===== src/rtl/regfile_arbiter.sv =====
// Two-requester round-robin arbiter in front of an 8x8 register file with a
// registered read port; one access in flight at a time.
module regfile_arbiter (
    input  logic       clock,
    input  logic       reset_n,
    input  logic       a_req,
    input  logic       a_we,
    input  logic [2:0] a_addr,
    input  logic [7:0] a_wdata,
    output logic       a_ack,
    output logic       a_rvalid,
    output logic [7:0] a_rdata,
    input  logic       b_req,
    input  logic       b_we,
    input  logic [2:0] b_addr,
    input  logic [7:0] b_wdata,
    output logic       b_ack,
    output logic       b_rvalid,
    output logic [7:0] b_rdata,
    output logic [2:0] rf_address,
    output logic       rf_write,
    output logic [7:0] rf_in,
    input  logic [7:0] rf_out,
    output logic       busy
);

    typedef enum logic [1:0] {IDLE, GRANT, RESP} state_t;

    state_t state;
    logic   last_b;
    logic   win_b;
    logic   cmd_we;
    logic   pick_b;

    // On a tie the requester that lost last time wins.
    function automatic logic rr_pick(input logic ra, input logic rb, input logic lb);
        if (ra && rb) return !lb;
        return rb;
    endfunction

    assign pick_b = rr_pick(a_req, b_req, last_b);

    always_ff @(posedge clock or negedge reset_n) begin
        if (!reset_n) begin
            state      <= IDLE;
            last_b     <= 1'b1;
            win_b      <= 1'b0;
            cmd_we     <= 1'b0;
            a_ack      <= 1'b0;
            b_ack      <= 1'b0;
            a_rvalid   <= 1'b0;
            b_rvalid   <= 1'b0;
            a_rdata    <= 8'h00;
            b_rdata    <= 8'h00;
            rf_address <= 3'd0;
            rf_write   <= 1'b0;
            rf_in      <= 8'h00;
            busy       <= 1'b0;
        end else begin
            a_ack    <= 1'b0;
            b_ack    <= 1'b0;
            a_rvalid <= 1'b0;
            b_rvalid <= 1'b0;
            case (state)
                IDLE: begin
                    if (a_req || b_req) begin
                        state  <= GRANT;
                        busy   <= 1'b1;
                        win_b  <= pick_b;
                        last_b <= pick_b;
                        if (pick_b) begin
                            b_ack      <= 1'b1;
                            cmd_we     <= b_we;
                            rf_write   <= b_we;
                            rf_address <= b_addr;
                            rf_in      <= b_wdata;
                        end else begin
                            a_ack      <= 1'b1;
                            cmd_we     <= a_we;
                            rf_write   <= a_we;
                            rf_address <= a_addr;
                            rf_in      <= a_wdata;
                        end
                    end
                end
                GRANT: begin
                    rf_write <= 1'b0;
                    if (cmd_we) begin
                        state <= IDLE;
                        busy  <= 1'b0;
                    end else begin
                        state <= RESP;
                    end
                end
                RESP: begin
                    // rf_out now holds the word addressed during GRANT.
                    state <= IDLE;
                    busy  <= 1'b0;
                    if (win_b) begin
                        b_rvalid <= 1'b1;
                        b_rdata  <= rf_out;
                    end else begin
                        a_rvalid <= 1'b1;
                        a_rdata  <= rf_out;
                    end
                end
                default: begin
                    state    <= IDLE;
                    busy     <= 1'b0;
                    rf_write <= 1'b0;
                end
            endcase
        end
    end

endmodule


===== config.mk =====
export PLATFORM = sky130hd
export DESIGN_NAME = regfile_arbiter
export DESIGN_NICKNAME = d
export VERILOG_FILES = /design/src/rtl/regfile_arbiter.sv
export SDC_FILE = /design/constraint.sdc
export NUM_CORES = 1
export LEC_CHECK = 0
export CAP_MARGIN = 25
export CORE_AREA = 2 2 56 58
export CTS_BUF_LIST = sky130_fd_sc_hd__clkbuf_8
export CTS_CLUSTER_SIZE = 30
export DETAILED_ROUTE_END_ITERATION = 12
export DIE_AREA = 0 0 58 60
export DONT_BUFFER_PORTS = 1
export HOLD_SLACK_MARGIN = 0.15
export PLACE_DENSITY = 0.7
export SKIP_CTS_REPAIR_TIMING = 1
export SLEW_MARGIN = 10
export SYNTH_ARGS = -nofsm -noshare
export SYNTH_HDL_FRONTEND = slang
export SYNTH_SLANG_ARGS = --single-unit

===== constraint.sdc =====
create_clock -name clock -period 1.6 [get_ports clock]
set_clock_uncertainty 0.2 [all_clocks]
set_input_delay 0.24 -clock clock [delete_from_list [all_inputs] [get_ports clock]]
set_output_delay 0.24 -clock clock [all_outputs]
set_load 0.01 [all_outputs]

==> qor.txt, run 1 <==
Fin. max-slew vios -> 0
Worst r2r src -> state[1]
Largest net degree at the start of global routing -> 39
Final setup vio count -> 0
Die Span Y -> 60 um
Commonest non-fill, non-tap cell in the layout -> dfrtp_1
CTS buffer count -> 5
Pre-CTS setup slack -> -0.0275 ns
Layout cell share with drive strength beyond 1 -> 28.2%
Status -> complete, but fails checks
Crit path required time -> 1.56 ns
Setup Crit Path Kind -> in -> reg
Multi-input logic area -> 515 sq um
Gr ovfl total -> 0
Number of global-route vias before repair -> 981
Distinct cells, synth -> 23
Syn Nets -> 142
Row Count -> 20
Hold worst-path end -> rf_write
Setup ws final -> 0.00138 ns
Most frequent cells in the layout -> 37 x dfrtp_1, 33 x dlygate4sd3_1, 16 x mux2_2
Via density -> 5.87
Die Area -> 0.00348 sq mm
Reg clk slew, reported paths -> 0.07 ns
Gr usage total -> 17.9%
Sequential area share after synthesis -> 63.8%
Rel. slew slack -> 72.9%
Top Ports -> 69
DRT iter0 DRCs -> 40
WL met3 -> 267 um
Measured slew at the worst slew-check pin -> 0.406 ns
CP endpoint kind -> register
Failing checks -> negative hold slack
Total Power -> 3950 uW
H-Tree Depth -> 2
Pwr dens -> 1910 mW/mm^2
Initial antenna violation count -> 0
Worst min path class -> in -> reg
RSZ-0062 raised after global routing -> yes
Leakage Power -> 0.000986 uW
TNS Setup -> 0 ns
Placer Congestion -> 0.662
Core box area -> 0.00290 sq mm
Port Buffers -> 0
Hold Path Cell Cnt -> 2
Vias -> 1,110
CTS tree -> done
#FFs+latches synth -> 38
Crit Path Max Fanout -> 13
DR top layer -> met4
Clock Latency Late Sink -> 0.28 ns
Initial core utilization -> 51.4%
Syn_area_per_cell -> 14.1 sq um
Nets -> 191
CTS Sinks -> 38
DR DRC count -> 0
Final cycle utilization of the critical path -> 99.9%
DP Wirelength -> 2100 um
Longest Clk Path Bufs -> 2
Final hold violation count -> 2
Root Driver -> clkbuf_8
Mapped cell area -> 0.00149 sq mm
Die W -> 58 um
Fillers -> 207
Worst hold margin -> -0.0627 ns
Maximum VDD drop -> 1.32 mV
Fmax -> 626 MHz
Crit start category -> input pin
Fin crit period -> 1.60 ns
First-pass GRT wire length -> 4420 um
Ant. Diodes -> 0
First-pass DRT Iterations -> 4
Layout area overhead -> 38.7%
Met2 wire length -> 2000 um
Register area -> 952 sq um
FF-to-FF setup slack -> 0.02 ns
Mean routed wirelength per cell -> 19.1 um
Post-Route WL -> 3610 um
Worst r2r dst -> rf_in[6]
Final ANT Viol Nets -> 0
Cells after synthesis -> 106
Maxcap violations -> 0
YS warnings -> 0
Min-delay src -> b_req
Reg2reg path depth -> 5
CP arrival -> 1.56 ns
Met1 WL -> 1300 um
## state kept, by name, summed over array words and instances (netlist names), 2 cells and up
| register | cells |
|---|---|
| rf_address | 3 |
| a_rdata | 8 |
| rf_in | 8 |
| state | 2 |
| b_rdata | 8 |
## worst max-delay path by stage
stage | start | slack (ns) | endpoint | cells after the start
after detailed placement | last_b | -0.03 | rf_in[1] | 3
after global routing | a_req | -0.04 | rf_in[7] | 4
final | a_req | 0.001 | rf_in[7] | 4
after global placement | state[0] | -0.007 | a_rdata[3] | 3
after floorplan | last_b | 0.009 | rf_address[0] | 5
after CTS | last_b | -0.03 | rf_in[1] | 3
## per-stage QoR
| step | utilization, % | hold slack, ns | area [sq um] | cells |
|---|---|---|---|---|
| after global placement | 54.4 | -0.255 | 1580 | 144 |
| after detailed placement | 54.4 | -0.255 | 1580 | 144 |
| after CTS | 57.5 | -0.564 | 1670 | 152 |
| after global routing | 71.3 | -0.0505 | 2070 | 189 |
| final | 71.3 | -0.0627 | 2070 | 189 |
| after floorplan | - | -0.256 | 1490 | 106 |
## critical path, stage by stage
cell and delay (ns):
dlygate4sd3_1 0.63, nand2_1 0.10, and3_4 0.21, a221o_1 0.38
## power breakdown
group          internal (uW)  switching (uW)
clock network            341             311
registers               1440             526
logic                    782             548
total                   2560            1380
## cell usage after synthesis
| library cell | count | area, sq um |
|---|---|---|
| a221o_1 | 11 | 110 |
| o31ai_1 | 1 | 7.51 |
| a21o_1 | 2 | 15.0 |
| and3_1 | 13 | 81.3 |
| buf_2 | 1 | 5.00 |
| buf_6 | 2 | 22.5 |
| nand3_1 | 3 | 15.0 |
| nor2b_1 | 1 | 6.26 |
| o21ai_1 | 1 | 5.00 |
| nand4_1 | 1 | 6.26 |
| mux2_2 | 16 | 180 |
| dfstp_2 | 1 | 26.3 |
| inv_1 | 3 | 11.3 |
| dfrtp_1 | 37 | 926 |
| nand2b_1 | 1 | 6.26 |
| a2bb2oi_1 | 1 | 8.76 |
| nor2_1 | 1 | 3.75 |
| clkbuf_1 | 3 | 11.3 |
| o21ai_0 | 1 | 5.00 |
| nand2_1 | 1 | 3.75 |
| nor2_2 | 1 | 6.26 |
| nor3b_1 | 3 | 22.5 |
| nand3b_1 | 1 | 7.51 |
## cell families after synthesis
kind of cell           share of synthesized area, %
AO/OA/AOI/OAI                                  10.1
flip-flops                                     63.8
AND/OR/NAND/NOR                                10.6
buffers and inverters                          3.35
multiplexers                                   12.1
## per-layer routing
layer	vias to the layer above	track usage, %
met5	-	0
met4	0	8.97
met2	65	30.7
met3	3	8.01
met1	552	18.5
li1	490	-
## area by class of cell
class | instances | share of cell area [%]
repair buffers | 48 | 22.2
multi-input cells | 59 | 24.9
inverters | 3 | 0.544
well taps | 33 | 1.99
clock inverters | 2 | 0.423
flip-flops and latches | 38 | 46.0
clock buffers | 6 | 3.99
(Power assumes the default switching activity.)
==> inputs of run 2 (changes only) <==
Settings changed: CORE_AREA 2 2 56 58 to 2 2 54 56, DIE_AREA 0 0 58 60 to 0 0 56 58, PLACE_DENSITY 0.7 to 0.75.
==> qor.txt, run 2 (synthesis results as in run 1) <==
CTS buffer count -> 5
Setup Crit Path Kind -> in -> reg
DRT iter0 DRCs -> 26
Row Count -> 19
Fin. max-slew vios -> 0
Final cycle utilization of the critical path -> 99.8%
Top Ports -> 69
CTS tree -> done
Die W -> 56 um
Crit start category -> input pin
Maximum VDD drop -> 1.50 mV
Layout cell share with drive strength beyond 1 -> 28.8%
Fin crit period -> 1.60 ns
Mean routed wirelength per cell -> 19.0 um
Multi-input logic area -> 523 sq um
First-pass GRT wire length -> 4220 um
CP arrival -> 1.55 ns
Worst hold margin -> -0.0618 ns
Clock Latency Late Sink -> 0.28 ns
Vias -> 1,091
Placer Congestion -> 0.707
Longest Clk Path Bufs -> 2
Final core occ -> 78.2%
CTS Sinks -> 38
Die Span Y -> 58 um
H-Tree Depth -> 2
DP Cell Count -> 140
Layout area overhead -> 39.5%
Largest stage delay, worst path -> 0.60 ns
CP delay by family, top -> buffers and inverters
Initial antenna violation count -> 0
Final hold violation count -> 1
Initial core utilization -> 56.1%
Min-delay src -> a_req
WP buf/inv -> 1
Pwr dens -> 1900 mW/mm^2
Hold Path Cell Cnt -> 1
Reg clk slew, reported paths -> 0.07 ns
Worst r2r dst -> rf_address[0]
Rel. slew slack -> 73.5%
Via density -> 5.83
Fin cells -> 187
RSZ-0062 raised after global routing -> yes
Commonest non-fill, non-tap cell in the layout -> dfrtp_1
Pre-CTS setup slack -> 0.00000866 ns
Final ANT Viol Nets -> 0
M3 GR Usage -> 6.25%
Crit path required time -> 1.55 ns
Gr ovfl total -> 0
CP endpoint kind -> register
Port Buffers -> 0
Register area -> 955 sq um
First-pass DRT Iterations -> 4
Fmax -> 626 MHz
Post-Route WL -> 3550 um
Root Driver -> clkbuf_8
Fillers -> 163
Global Route met2 Usage -> 30.1%
Measured slew at the worst slew-check pin -> 0.397 ns
Worst r2r src -> state[0]
Gr usage total -> 17.5%
Status -> complete, but fails checks
Nets -> 191
Grt met1 use -> 19.0%
Reg2reg path depth -> 5
Ant. Diodes -> 0
Largest net degree at the start of global routing -> 39
Busiest layer in global routing -> met2
Most frequent cells in the layout -> 35 x dfrtp_1, 34 x dlygate4sd3_1, 16 x mux2_2
Leakage Power -> 0.000988 uW
DP Wirelength -> 1910 um
CP max-delay cell -> dlygate4sd3_1
Hold worst-path end -> a_ack
Crit Path Max Fanout -> 13
Number of global-route vias before repair -> 919
FF-to-FF setup slack -> 0.01 ns
Failing checks -> negative hold slack
Worst min path class -> in -> reg
Largest regs -> a_rdata (8), b_rdata (8), rf_in (8)
Die Area -> 0.00325 sq mm
Maxcap violations -> 0
Core box area -> 0.00266 sq mm
CP cell instances -> dlygate4sd3_1, and3_2, a221o_1
Final setup vio count -> 0
DR DRC count -> 0
Setup ws final -> 0.00372 ns
[run 2: final cells by class]
class                           count  share of cell area (%)
Timing Repair Buffer               48                    22.2
Multi-Input combinational cell     59                    25.1
Clock buffer                        6                    3.97
Sequential cell                    38                    45.9
Inverter                            3                   0.541
Clock inverter                      2                   0.421
Tap cell                           31                    1.86
[run 2: power by group]
part	switching (uW)	total, uW	internal [uW]	leakage [uW]
Combinational	540	1320	776	0.000474
Clock	306	647	341	0.0000524
Sequential	542	1990	1440	0.000461
[run 2: layer usage]
layer  vias up  part of all wire [%]  wire length [um]
met3         5                   7.4               262
met4         0                   1.2                43
met2        65                    56              1980
li1        490                     -                 -
met1       531                    36              1260
met5         -                     0                 0
[run 2: worst max path at each step]
stage,startpoint,end,slack (ns),cells past startpoint
after floorplan,last_b,rf_address[0],0.009,5
after global placement,last_b,rf_in[1],0.04,3
after detailed placement,last_b,rf_in[5],0.000009,3
after CTS,last_b,rf_in[4],-0.02,3
after global routing,state[0],rf_address[0],-0.06,5
final,b_req,rf_address[0],0.004,3
[run 2: through the flow]
stage | total power, uW | cell area [sq um] | TNS (ns) | hold WS [ns]
global placement | 2920 | 1560 | 0 | -0.255
CTS | 3650 | 1650 | -0.0405 | -0.559
global route | 4190 | 2080 | -0.190 | -0.0651
floorplan | 2680 | 1490 | 0 | -0.256
finish | 3950 | 2080 | 0 | -0.0618
detailed placement | 3000 | 1560 | 0 | -0.255
==> inputs of run 3 (changes only) <==
Settings changed: CORE_AREA 2 2 54 56 to 2 2 74 76, CTS_BUF_LIST sky130_fd_sc_hd__clkbuf_8 to sky130_fd_sc_hd__clkbuf_4 sky130_fd_sc_hd__clkbuf_8, DIE_AREA 0 0 56 58 to 0 0 76 78, PLACE_DENSITY 0.75 to unset.
==> qor.txt, run 3 (synthesis results as in run 1) <==
Status -> complete, no violations
Largest regs -> a_rdata (8), b_rdata (8), rf_in (8)
CP cell instances -> nor3b_4, buf_2, mux2_2
Worst min path class -> in -> async
Comb pwr share -> 30.1%
Placer Congestion -> 0.769
Fillers -> 473
Reg clk slew, reported paths -> 0.07 ns
Root Driver -> clkbuf_8
Measured slew at the worst slew-check pin -> 0.395 ns
Longest Clk Path Bufs -> 2
Die Area -> 0.00593 sq mm
Leakage Power -> 0.000958 uW
Clk pwr share -> 17.5%
Most frequent cells in the layout -> 35 x dfrtp_1, 35 x dlygate4sd3_1, 16 x mux2_2
Fin. max-slew vios -> 0
Reg2reg path depth -> 3
FF-to-FF setup slack -> 0.04 ns
H-Tree Depth -> 2
Worst r2r dst -> a_rdata[1]
Die Span Y -> 78 um
Ant. Diodes -> 0
Crit path required time -> 1.56 ns
Final ANT Viol Nets -> 0
Total Power -> 3810 uW
Initial core utilization -> 29.6%
Mean routed wirelength per cell -> 16.8 um
Initial antenna violation count -> 0
Pwr dens -> 1830 mW/mm^2
DR DRC count -> 0
Gr ovfl total -> 0
Register area -> 955 sq um
Number of global-route vias before repair -> 1,009
Sw Pwr -> 1340 uW
Die W -> 76 um
Vias -> 1,094
CTS tree -> done
Maximum VDD drop -> 0.968 mV
Gr usage total -> 10.9%
Largest net degree at the start of global routing -> 39
Part of the power in registers -> 52.4%
Setup Crit Path Kind -> reg -> reg
Fmax -> 640 MHz
CTS buffer count -> 5
First-pass DRT Iterations -> 4
Nets -> 187
Core box area -> 0.00504 sq mm
CP endpoint kind -> register
Via density -> 4.93
Final setup vio count -> 0
Pint -> 2480 uW
Largest stage delay, worst path -> 0.45 ns
Row Count -> 26
DRT iter0 DRCs -> 29
Layout cell share with drive strength beyond 1 -> 25.7%
Layout area overhead -> 39.6%
Multi-input logic area -> 507 sq um
Maxcap violations -> 0
Crit Path Max Fanout -> 5
Port Buffers -> 0
CP max-delay cell -> dfrtp_2
Top Ports -> 69
CP arrival -> 1.52 ns
Switch share -> 35.0%
Rel. slew slack -> 73.7%
Clock Latency Late Sink -> 0.28 ns
Final hold violation count -> 0
DP Wirelength -> 2270 um
Final cycle utilization of the critical path -> 97.7%
First-pass GRT wire length -> 5000 um
Worst r2r src -> state[0]
Post-Route WL -> 3720 um
Final core occ -> 41.3%
CTS Sinks -> 38
Fin crit period -> 1.56 ns
Crit start category -> register
[run 3: cell count changes in the layout (fill, tap and decap cells not counted)]
cell / before / now
nor3b_1: 1 / 2
o21ai_2: 1 / 0
and3_2: 1 / 0
nor3b_4: 2 / 1
buf_4: 10 / 7
nor2_2: 0 / 1
inv_1: 4 / 3
buf_6: 2 / 0
dlygate4sd3_1: 34 / 35
and3_4: 0 / 1
o21ai_1: 0 / 1
nor2_4: 1 / 0
clkbuf_4: 0 / 1
[run 3: cell type report]
| cell class | count | share of cell area, % |
|---|---|---|
| Inverter | 3 | 0.541 |
| Tap cell | 70 | 4.20 |
| Multi-Input combinational cell | 59 | 24.3 |
| Sequential cell | 38 | 45.8 |
| Clock buffer | 7 | 4.32 |
| Timing Repair Buffer | 44 | 20.5 |
| Clock inverter | 1 | 0.240 |
[run 3: worst max-delay path by stage]
| stage | startpoint | to | slack (ns) | cells after the start |
|---|---|---|---|---|
| after floorplan | last_b | rf_address[0] | 0.009 | 5 |
| after global placement | last_b | rf_in[0] | 0.03 | 3 |
| after detailed placement | last_b | rf_in[6] | -0.03 | 3 |
| after CTS | last_b | rf_in[6] | -0.03 | 3 |
| after global routing | last_b | rf_in[5] | -0.03 | 3 |
| final | state[0] | a_rdata[1] | 0.04 | 3 |
[run 3: worst max-delay path, delay by kind of cell (launching register included)]
family	cells	cell delay, ns
flip-flops	1	0.45
multiplexers	1	0.36
buffers and inverters	1	0.22
AND/OR/NAND/NOR	1	0.23
[run 3: power groups by stage]
stage	Sequential [uW]	Combinational (uW)	Clock, uW
6_report	2000	1150	669
5_1_grt	2060	1260	740
4_1_cts	1970	991	688
3_5_place_dp	1980	1000	0
3_3_place_gp	1970	946	0
2_1_floorplan	1880	795	0
[run 3: layer usage]
| layer | track usage [%] | wire [um] | up-vias |
|---|---|---|---|
| met1 | 11.2 | 1410 | 543 |
| met3 | 6.51 | 379 | 4 |
| met4 | 3.27 | 22 | 0 |
| met2 | 18.7 | 1910 | 68 |
| li1 | - | - | 479 |
| met5 | 0 | 0 | - |
[run 3: through the flow]
step / area (sq um) / setup TNS (ns) / worst slack (ns) / instances / hold WS [ns]
after floorplan: 1490 / 0 / 0.00887 / 106 / -0.256
after global placement: 1590 / 0 / 0.0313 / 177 / -0.255
after detailed placement: 1590 / -0.182 / -0.0277 / 177 / -0.255
after CTS: 1690 / -0.219 / -0.0309 / 185 / -0.564
after global routing: 2080 / -0.187 / -0.0344 / 222 / 0.263
final: 2080 / 0 / 0.0365 / 222 / 0.248
